File: config.mk
export PLATFORM = sky130hd
export DESIGN_NAME = priority_dec
export DESIGN_NICKNAME = d
export VERILOG_FILES = /design/src/rtl/priority_dec.sv
export SDC_FILE = /design/constraint.sdc
export NUM_CORES = 1
export LEC_CHECK = 0
export BUFFER_PORTS_ARGS = -buffer_cell sky130_fd_sc_hd__buf_4
export CORE_MARGIN = 2
export CORE_UTILIZATION = 25
export CTS_CLUSTER_SIZE = 12
export DETAILED_ROUTE_END_ITERATION = 6
export HOLD_SLACK_MARGIN = 0.03
export PLACE_DENSITY = 0.44
export SYNTH_ARGS = -nofsm -noshare
export SYNTH_HDL_FRONTEND = slang
export SYNTH_SLANG_ARGS = --single-unit
File: constraint.sdc
create_clock -name clk -period 0.84 [get_ports clk]
set_input_delay 0.126 -clock clk [delete_from_list [all_inputs] [get_ports clk]]
set_output_delay 0.126 -clock clk [all_outputs]
set_load 0.02 [all_outputs]
File: src/rtl/priority_dec.sv
// Registered index-to-one-hot decoder with valid/ready handshake and a two-entry
// elastic buffer (output + skid). Optional per-entry range error via PRIORITY_DEC_ERR_EN.
module priority_dec #(
  parameter int N = 4,
  parameter int W = $clog2(N)
) (
  input  logic         clk,
  input  logic         rst,
  input  logic [W-1:0] Y,
  input  logic         in_valid,
  output logic         in_ready,
  output logic [N-1:0] D,
  output logic         valid,
  input  logic         out_ready
`ifdef PRIORITY_DEC_ERR_EN
  ,
  output logic         err
`endif
);

`ifdef PRIORITY_DEC_ERR_EN
  typedef struct packed {
    logic [N-1:0] onehot;
    logic         err;
  } entry_t;
`else
  typedef struct packed {
    logic [N-1:0] onehot;
  } entry_t;
`endif

  // Index 0 maps to the MSB so this block exactly inverts priority_enc.
  function automatic entry_t decode(input logic [W-1:0] idx);
    entry_t e;
    e = '0;
    for (int i = 0; i < N; i++) begin
      if (32'(idx) == i) e.onehot[N-1-i] = 1'b1;
    end
`ifdef PRIORITY_DEC_ERR_EN
    e.err = (32'(idx) >= N);
`endif
    return e;
  endfunction

  entry_t out_q,  out_nxt;
  entry_t skid_q, skid_nxt;
  logic   out_full_q,  out_full_nxt;
  logic   skid_full_q, skid_full_nxt;

  logic accept;
  logic xfer;
  logic out_load;

  // in_ready comes straight from a flop, so out_ready never reaches it combinationally.
  assign in_ready = ~skid_full_q;
  assign valid    = out_full_q;
  assign D        = out_q.onehot;
`ifdef PRIORITY_DEC_ERR_EN
  assign err      = out_q.err;
`endif

  assign accept   = in_valid & in_ready;
  assign xfer     = out_full_q & out_ready;
  assign out_load = ~out_full_q | xfer;

  // NOTE: every output of this block gets a default first, so no path leaves a latch.
  always_comb begin
    out_nxt       = out_q;
    out_full_nxt  = out_full_q;
    skid_nxt      = skid_q;
    skid_full_nxt = skid_full_q;
    if (out_load) begin
      if (skid_full_q) begin
        // Skid drains first to keep FIFO order; accept is impossible here.
        out_nxt       = skid_q;
        out_full_nxt  = 1'b1;
        skid_nxt      = '0;
        skid_full_nxt = 1'b0;
      end else if (accept) begin
        out_nxt      = decode(Y);
        out_full_nxt = 1'b1;
      end else begin
        out_nxt      = '0;
        out_full_nxt = 1'b0;
      end
    end else if (accept) begin
      skid_nxt      = decode(Y);
      skid_full_nxt = 1'b1;
    end
  end

  // NOTE: state registers use non-blocking assignments so all flops update together.
  always_ff @(posedge clk or negedge rst) begin
    if (!rst) begin
      out_q       <= '0;
      out_full_q  <= 1'b0;
      skid_q      <= '0;
      skid_full_q <= 1'b0;
    end else begin
      out_q       <= out_nxt;
      out_full_q  <= out_full_nxt;
      skid_q      <= skid_nxt;
      skid_full_q <= skid_full_nxt;
    end
  end

`ifndef SYNTHESIS
  a_hold_stable: assert property (@(posedge clk) disable iff (!rst)
    (valid && !out_ready) |=> (valid && $stable(D)));
  a_skid_implies_out: assert property (@(posedge clk) disable iff (!rst)
    skid_full_q |-> out_full_q);
  a_onehot: assert property (@(posedge clk) disable iff (!rst)
    valid |-> $onehot0(D));
`endif

endmodule

==> flow_summary.json, run 1 <==
{
  "status": "finished with violations",
  "violations": "setup timing",
  "clkLatencyLatePin_ns": 0.26,
  "reg2reg_setup_slack_ns": -0.21,
  "ios": 12,
  "cts.sinks": 10,
  "cts_tree": "yes",
  "synth-simple-area-share_pct": 13.8,
  "syn_area_um2": 437,
  "ys_ff_latch": 10,
  "r2r-start": "skid_full_q",
  "drtIter0Drc": 3,
  "grt_use_met2_pct": 14.4,
  "rsz0062_at_grt": "yes",
  "syn_nets": 44,
  "vias_per_cell": 4.63,
  "grt_use_met1_pct": 14.7,
  "grt_pass1_vias": 348,
  "preCtsSetupSlack_ns": -0.233,
  "grt_usage_pct": 11.1,
  "finalPower_mw": 1.32,
  "cp.required_ns": 0.71,
  "cts_buffers": 3,
  "critPathArrivalTime_ns": 0.95,
  "antenna_found_initial": 0,
  "synth_top_family_by_area": "compound AO/OA/AOI/OAI gates",
  "ir_worst_vdd_mv": 0.720,
  "synth_cell_types": 15,
  "maxCapViolCount": 0,
  "final_area_um2": 693,
  "synth_compound_area_share_pct": 22.9,
  "finalHoldViolCount": 0,
  "drt-pass1-iter-count": 2,
  "clock.fmax_ghz": 0.932,
  "relSlewSlack_pct": 85.8,
  "hold_depth": 3,
  "detail-route-antenna-nets": 0,
  "r2r_cells": 4,
  "grt_use_met3_pct": 7.54,
  "min_from": "in_valid",
  "gp_congestion": 0.758,
  "dieArea_um2": 2100,
  "startpoint_type": "register",
  "area_growth_pct": 58.7,
  "yosysWarnings": 0,
  "setup_tns_ns": -2.02,
  "nFillCells": 177,
  "wl_per_cell_um": 11.9,
  "dpl_cell_area_um2": 567,
  "synthMuxAreaShare_pct": 0,
  "synth.top_cell.area_share_pct": 57.3,
  "drive_above_1_share_pct": 57.1,
  "vias": 338,
  "leakage_nw": 0.310,
  "layout_worst_path_cycle_share_pct": 128,
  "grt_overflow": 0,
  "synth.largest_area_cell": "dfrtp_1",
  "criticalPathCategory": "reg -> out",
  "antenna_cells": 0,
  "rows": 15,
  "syn_inst": 38,
  "grt_max_degree": 15,
  "worstHoldEndpoint": "valid",
  "skew_ns": 0.00374,
  "ys_seq_area_share_pct": 57.3,
  "synth_area_leaders": "dfrtp_1 57%, o2bb2ai_1 8.0%, nor2_1 5.2%, a21oi_1 4.6%, a32oi_1 4.0%",
  "io_buffers": 11,
  "die_w_um": 45.8,
  "crit_fanout": 3,
  "slew_viol_final": 0,
  "power_density_nw_per_um2": 1910,
  "path_clk_slew_ns": 0.06,
  "die_y_um": 45.8,
  "fin_nets": 63,
  "hp-class": "in -> reg",
  "r2r-end": "skid_q[0]",
  "dp_hpwl_um": 647,
  "synthAdderAreaFrac_pct": 0,
  "tightest_slew_ns": 0.213,
  "clockBufferDepth": 2,
  "top_usage_layer": "met1",
  "grt_pass1_wl_um": 1550,
  "core_area_um2": 1690,
  "h-tree-depth": 1,
  "fin_ws_ns": -0.233,
  "drc": 0,
  "synth-xor-area-share_pct": 0,
  "numPlacedInstances": 66,
  "finalCriticalPeriod_ns": 1.07,
  "setup_viol": 14,
  "root_buffer": "clkbuf_4",
  "avgSynthCellArea_um2": 11.5,
  "initial_core_util_pct": 25.9,
  "endpoint_kind": "output port",
  "fin_cells": 73,
  "wl_um": 872
}
[Yosys cell counts]
| master | number |
|---|---|
| and2b_1 | 1 |
| o2bb2ai_1 | 4 |
| buf_4 | 1 |
| a21oi_1 | 4 |
| inv_1 | 2 |
| nor2_2 | 1 |
| nand2_1 | 1 |
| nor2b_4 | 1 |
| nand2b_1 | 1 |
| a31oi_2 | 1 |
| nor2_1 | 6 |
| a32oi_1 | 2 |
| dfrtp_1 | 10 |
| buf_6 | 1 |
| a22oi_1 | 2 |
[area by class of cell]
cell class / count / area [µm²] / area share (%)
sequential: 10 / 253 / 36.5
multi-input combinational: 24 / 213 / 30.7
timing repair buffer: 16 / 158 / 22.7
clock buffer: 4 / 36.3 / 5.23
tap: 17 / 21.3 / 3.07
inverter: 2 / 12.5 / 1.81
[critical path: stages (launching register included)]
cell	delay (ns)
dfrtp_2	0.42
buf_12	0.14
clkinv_4	0.03
buf_6	0.10
[cells in the final DEF, fill, tap and decap left out]
| cell type | n |
|---|---|
| dfrtp_1 | 8 |
| buf_4 | 8 |
| buf_6 | 6 |
| nor2_1 | 5 |
| o2bb2ai_1 | 4 |
| a21oi_1 | 3 |
| clkbuf_4 | 3 |
| a22oi_2 | 2 |
| a32oi_2 | 2 |
| dfrtp_2 | 2 |
| clkinv_4 | 1 |
| nand2b_4 | 1 |
| and2b_1 | 1 |
| nor2_4 | 1 |
| inv_1 | 1 |
| a31oi_4 | 1 |
| nor2_2 | 1 |
| nand2_1 | 1 |
| nor2b_4 | 1 |
| a21oi_2 | 1 |
| clkbuf_8 | 1 |
| dlygate4sd3_1 | 1 |
| buf_12 | 1 |
[worst max-delay path by stage]
stage,startpoint,endpoint,cells after the start
after floorplan,skid_full_q,D[0],4
after global placement,skid_full_q,skid_q[2],3
after detailed placement,skid_full_q,skid_q[2],3
after CTS,skid_full_q,in_ready,3
after global routing,skid_full_q,skid_q[0],4
final,skid_full_q,in_ready,3
[metrics by stage]
stage	util (%)	hold slack, ns
5_1_grt	41.0	0.110
3_3_place_gp	33.6	-0.0339
3_5_place_dp	33.6	-0.0362
2_1_floorplan	-	-0.170
4_1_cts	40.5	0.107
6_report	41.0	0.109
[flip-flops by register name (all words and copies together), names as in the netlist]
name	count
D	4
skid_q	4
skid_full_q	1
valid	1
[per-layer routing]
| metal | vias to the layer above | part of all wire (%) |
|---|---|---|
| met1 | 158 | 48 |
| met2 | 9 | 45 |
| met3 | 0 | 7.0 |
| li1 | 171 | - |
| met4 | 0 | 0 |
| met5 | - | 0 |
[what timing repair did]
item	CTS	global route
hold endpoints to repair	10	0
pin swaps	0	3
cloned	0	0
gates resized for setup	14	3
hold buffers	1	0
buffers inserted	2	0
setup endpoints to repair	16	16
[where the power goes]
group	internal [mW]	leakage [nW]	total (mW)	switching [mW]
logic	0.168	0.164	0.323	0.155
clock network	0.263	0.0210	0.422	0.159
registers	0.535	0.125	0.578	0.0436
[kinds of logic (layout without fill, tap and decap cells)]
logic type             after synthesis  in the layout
AOI/OAI and AO/OA                   13             13
and+or+nand+nor                     11             11
DFF                                 10             10
buffers and inverters                4             22
Note: power is estimated with default switching activity, not from simulation.
==> run 2: changes to the inputs <==
--- a/config.mk
+++ b/config.mk
@@ -13,3 +13,3 @@
 export HOLD_SLACK_MARGIN = 0.03
-export PLACE_DENSITY = 0.44
+export PLACE_DENSITY = 0.46
 export SYNTH_ARGS = -nofsm -noshare
==> constraint.sdc (replaced) <==
create_clock -name clk -period 0.84 [get_ports clk]
set_input_delay 0.042 -clock clk [delete_from_list [all_inputs] [get_ports clk]]
set_output_delay 0.042 -clock clk [all_outputs]
set_load 0.02 [all_outputs]
==> run 2 against run 1 <==
  * The flow still finishes with violations (setup timing)
  * Combinational power increased by 4%
  * Clock power about the same
  * Flip-flop and latch count stayed put
  * Hold slack better by 0.036 ns
  * Critical path type is now reg -> reg
  * Critical endpoint is now skid_q[1]
  * Highest routed layer unchanged
==> flow_summary.json, run 2 (same netlist as run 1, synthesis figures left out) <==
{
  "status": "finished with violations",
  "violations": "setup timing",
  "path_clk_slew_ns": 0.07,
  "cpMaxStageDelayCell": "dfrtp_2",
  "rsz0062_at_grt": "yes",
  "grt_pass1_vias": 371,
  "critPathArrivalTime_ns": 1.23,
  "criticalPathCategory": "reg -> reg",
  "grt_usage_pct": 11.5,
  "endpoint_kind": "register",
  "cts.sinks": 10,
  "initial_core_util_pct": 25.9,
  "skew_ns": 0.00634,
  "mostFrequentLayoutCell": "buf_4",
  "antenna_found_initial": 0,
  "layout_worst_path_cycle_share_pct": 125,
  "drt-pass1-iter-count": 1,
  "dieArea_um2": 2100,
  "area_growth_pct": 62.5,
  "maxCapViolCount": 0,
  "die_w_um": 45.8,
  "cts_tree": "yes",
  "leakage_nw": 0.322,
  "clock.fmax_ghz": 0.952,
  "die_y_um": 45.8,
  "wl_met1_um": 468,
  "top_layer_used": "met3",
  "crit_fanout": 5,
  "grt_max_degree": 15,
  "core_area_um2": 1690,
  "power_density_nw_per_um2": 1890,
  "h-tree-depth": 1,
  "wl_um": 1030,
  "dp_hpwl_um": 695,
  "numPlacedInstances": 66,
  "cp.required_ns": 1.02,
  "drive_above_1_share_pct": 58.6,
  "io_buffers": 11,
  "dr_wl_met3_um": 38,
  "wl_per_cell_um": 13.7,
  "fin_nets": 65,
  "slew_viol_final": 0,
  "fin_cells": 75,
  "gp_congestion": 0.630,
  "grt_pass1_wl_um": 1670,
  "tightest_slew_ns": 0.221,
  "preCtsSetupSlack_ns": -0.233,
  "detail-route-antenna-nets": 0,
  "vias": 360,
  "rows": 15,
  "relSlewSlack_pct": 85.2,
  "ir_worst_vdd_mv": 0.844,
  "startpoint_type": "register",
  "root_buffer": "clkbuf_4",
  "hp-class": "in -> async",
  "finalHoldViolCount": 0,
  "vias_per_cell": 4.80,
  "worstPathCellList": "buf_4 > nor2b_4 > a22oi_2 > o2bb2ai_1",
  "layout_common_cells": "10 x buf_4, 8 x dfrtp_1, 6 x nor2_1, 6 x buf_6, 4 x a21oi_1",
  "max_stage_delay_ns": 0.45,
  "ios": 12,
  "clkLatencyLatePin_ns": 0.26,
  "drtIter0Drc": 0,
  "grt_overflow": 0,
  "setup_viol": 11,
  "drc": 0,
  "finalCriticalPeriod_ns": 1.05,
  "antenna_cells": 0,
  "clockBufferDepth": 2,
  "cts_buffers": 3,
  "r2r_cells": 4,
  "met2WireLength_um": 519,
  "fin_ws_ns": -0.211
}
run 2: critical path, delay by kind of cell, from the launching register on:
family | cells | cell delay, ns
buf+inv | 1 | 0.16
flops | 1 | 0.45
compound gates | 2 | 0.24
simple gates | 1 | 0.12
run 2: timing repair:
item / 4_1_cts / 5_1_grt
resized for setup: 12 / 3
endpoints found under the setup margin: 16 / 16
cloned: 0 / 0
buffers inserted: 3 / 1
hold endpoints to repair: 10 / 0
pin swaps: 4 / 5
hold buffers: 1 / 0
run 2: worst paths after layout:
kind / start / to / slack (ns)
worst max register to register: skid_full_q / skid_q[1] / -0.21
worst min register to register: skid_q[0] / skid_q[0] / 0.53
worst max-delay path: skid_full_q / skid_q[1] / -0.21
worst min-delay path: rst / D[2] / 0.15
min in group clk: Y[0] / skid_q[0] / 0.15
max in group asynchronous: rst / skid_full_q / 0.53
run 2: through the flow:
| stage | total power, mW | cell area, µm² | setup TNS (ns) | hold slack [ns] | util (%) |
|---|---|---|---|---|---|
| 6_report | 1.34 | 709 | -1.80 | 0.145 | 42.0 |
| 3_3_place_gp | 0.836 | 554 | -1.80 | -0.118 | 32.8 |
| 3_5_place_dp | 0.831 | 554 | -1.79 | -0.119 | 32.8 |
| 4_1_cts | 1.34 | 682 | -1.75 | 0.138 | 40.4 |
| 5_1_grt | 1.42 | 709 | -2.42 | 0.146 | 42.0 |
| 2_1_floorplan | 0.729 | 458 | -0.409 | -0.254 | - |
run 2: per-layer routing:
layer	up-vias	track usage, %
met4	0	5.14
met5	-	0
li1	177	-
met1	174	13.4
met3	0	4.76
met2	9	18.6
run 2: power by group:
group / internal (mW) / switching (mW)
Sequential: 0.535 / 0.0499
Clock: 0.263 / 0.159
Combinational: 0.178 / 0.158
Total: 0.976 / 0.367
run 2: area by class of cell:
cell class              instances  area, µm²
well taps                      17       21.3
clock buffers                   4       36.3
repair buffers                 18        173
flip-flops and latches         10        253
inverters                       2       7.51
multi-input cells              24        219
fillers                       176        980
==> run 3: changes to the inputs <==
ABC_AREA = 1   (was unset)
CORE_ASPECT_RATIO = 1.5   (was unset)
PLACE_DENSITY = 0.45   (was 0.46)
==> run 3 against run 2 <==
  * The run still ends with setup timing left
  * Clock skew down 0.0045 ns
  * Cell area increased by 14%
  * Sequential share of layout area fell by 4.3 points
  * Total power is 4.6% higher
  * Synthesized area rose by 19%
  * Critical path depth is 1 higher
  * Via count up 44%
  * Critical path type unchanged
  * Highest routed layer is now met4
==> flow_summary.json, run 3 <==
{
  "synth_cell_types": 13,
  "h-tree-depth": 1,
  "drive_above_1_share_pct": 44.4,
  "layout_common_cells": "20 x nand2_1, 11 x nor2_1, 11 x buf_4, 8 x dfrtp_1, 7 x buf_6",
  "die_y_um": 59.9,
  "startpoint_type": "register",
  "synthFlopType": "dfrtp_1",
  "dpl_cell_area_um2": 653,
  "clockBufferDepth": 2,
  "relSlewSlack_pct": 88.6,
  "ys_seq_area_share_pct": 48.1,
  "clock.fmax_ghz": 0.954,
  "r2r_cells": 5,
  "reg2reg_setup_slack_ns": -0.21,
  "ir_worst_vdd_mv": 0.715,
  "tightest_slew_ns": 0.170,
  "cp.required_ns": 1.00,
  "path_clk_slew_ns": 0.07,
  "ios": 12,
  "fin_nets": 97,
  "rows": 20,
  "r2r-start": "skid_full_q",
  "clkLatencyLatePin_ns": 0.27,
  "grt_pass1_wl_um": 2110,
  "io_buffers": 11,
  "syn_nets": 72,
  "fin_util_pct": 40.3,
  "grt_pass1_vias": 512,
  "gp_congestion": 0.811,
  "synth-simple-area-share_pct": 42.8,
  "power_density_nw_per_um2": 1740,
  "multi_input_area_um2": 255,
  "min_from": "Y[0]",
  "crit_fanout": 7,
  "hp-class": "in -> reg",
  "skew_ns": 0.00187,
  "numPlacedInstances": 102,
  "yosysWarnings": 0,
  "top_usage_layer": "met2",
  "worstPathCellList": "buf_12 > nor2_4 > nand2_2 > nand3_1 > nand2_1",
  "grt_use_met1_pct": 15.5,
  "drtIter0Drc": 11,
  "detail-route-antenna-nets": 0,
  "vias": 520,
  "grt_usage_pct": 12.7,
  "syn_inst": 66,
  "synth-xor-area-share_pct": 0,
  "finalHoldViolCount": 0,
  "status": "finished with violations",
  "cts_buffers": 3,
  "synth_edf_count": 0,
  "slew_viol_final": 0,
  "root_buffer": "clkbuf_4",
  "ys_ff_latch": 10,
  "dp_hpwl_um": 839,
  "syn_area_um2": 520,
  "synth_compound_area_share_pct": 0.962,
  "grt_use_met2_pct": 19.9,
  "maxCapViolCount": 0,
  "synthAdderAreaFrac_pct": 0,
  "initial_core_util_pct": 26.0,
  "rsz0062_at_grt": "yes",
  "cts.sinks": 10,
  "synthArstFlopShare_pct": 100,
  "holdWs_ns": 0.0694,
  "critPathArrivalTime_ns": 1.21,
  "mostFrequentLayoutCell": "nand2_1",
  "drc": 0,
  "cts_tree": "yes",
  "setup_viol": 12,
  "grt_use_met3_pct": 1.12,
  "die_w_um": 41.3,
  "regArea_um2": 253,
  "synth_area_leaders": "dfrtp_1 48%, nand2_1 14%, nor2_1 10%, nand3_1 4.8%, nand2_4 4.3%",
  "max_stage_delay_ns": 0.47,
  "hold_depth": 4,
  "wl_per_cell_um": 10.4,
  "yosysMostFrequentCell": "nand2_1",
  "cpMaxStageDelayCell": "dfrtp_2",
  "r2r-end": "skid_q[1]",
  "fin_ws_ns": -0.208,
  "worstHoldEndpoint": "skid_q[3]",
  "finalCriticalPeriod_ns": 1.05,
  "synth.largest_area_cell": "dfrtp_1",
  "finalPower_mw": 1.40,
  "dieArea_um2": 2470,
  "violations": "setup timing",
  "leakage_nw": 0.415,
  "criticalPathCategory": "reg -> reg",
  "vias_per_cell": 4.64,
  "layout_worst_path_cycle_share_pct": 125,
  "avgSynthCellArea_um2": 7.89,
  "synth_top_family_by_area": "simple AND/OR/NAND/NOR gates",
  "drt-pass1-iter-count": 4,
  "grt_max_degree": 11,
  "antenna_found_initial": 0,
  "wl_um": 1160,
  "core_area_um2": 2000,
  "antenna_cells": 0,
  "area_growth_pct": 55.0,
  "synthMuxAreaShare_pct": 0,
  "final_area_um2": 807,
  "endpoint_kind": "register",
  "grt_overflow": 0,
  "fin_cells": 112,
  "synth.top_cell.area_share_pct": 48.1,
  "nFillCells": 221,
  "synthTopCellsByCount": "20 x nand2_1, 14 x nor2_1, 10 x dfrtp_1"
}
run 3: cell types whose count changed after synthesis, moves of 2 or more:
cell       change
nand2_1       +19
nor2_1         +8
nand3_1        +5
o2bb2ai_1      -4
a21oi_1        -3
inv_2          +3
a22oi_1        -2
a32oi_1        -2
nand2_4        +2
nor2_2         +2
nor2_4         +2
run 3: what timing repair did:
item | CTS | global route
setup buffers | 4 | 0
hold endpoints to repair | 11 | 0
pin swaps | 5 | 0
gates resized for setup | 14 | 1
hold buffers | 2 | 0
endpoints found under the setup margin | 16 | 16
run 3: report_power, final:
group          internal [mW]  switching [mW]
Sequential             0.535          0.0441
Combinational          0.189           0.191
Clock                  0.263           0.182
run 3: stage by stage:
stage	setup slack [ns]	TNS [ns]
4_1_cts	-0.178	-1.77
6_report	-0.208	-1.97
3_5_place_dp	-0.201	-1.65
5_1_grt	-0.252	-2.55
3_3_place_gp	-0.174	-1.44
2_1_floorplan	-0.0842	-0.455
run 3: cell families after synthesis:
kind of cell	after synthesis
AND/OR/NAND/NOR	47
flip-flops	10
buffers and inverters	8
AO/OA/AOI/OAI	1
run 3: worst max-delay path by stage:
stage	from	to	slack, ns	cells past startpoint
2_1_floorplan	valid	skid_q[0]	-0.08	5
3_3_place_gp	skid_full_q	skid_q[1]	-0.17	3
3_5_place_dp	skid_full_q	skid_q[2]	-0.20	3
4_1_cts	skid_full_q	in_ready	-0.18	3
5_1_grt	skid_full_q	skid_q[3]	-0.25	5
6_report	skid_full_q	skid_q[1]	-0.21	5
run 3: area by class of cell:
class                      count  area share (%)
sequential                    10            31.3
clock buffer                   4            4.50
timing repair buffer          21            25.0
multi-input combinational     48            31.6
inverter                       7            4.19
tap                           22            3.41
run 3: per-layer routing:
layer | up-vias | share of wire, %
met1 | 251 | 40
met4 | 0 | 4.0
li1 | 247 | -
met2 | 18 | 52
met3 | 4 | 4.5
met5 | - | 0
run 3: critical path, delay by kind of cell (launching register included):
family | cells | cell delay [ns]
buf+inv | 1 | 0.16
flops | 1 | 0.47
simple gates | 4 | 0.31
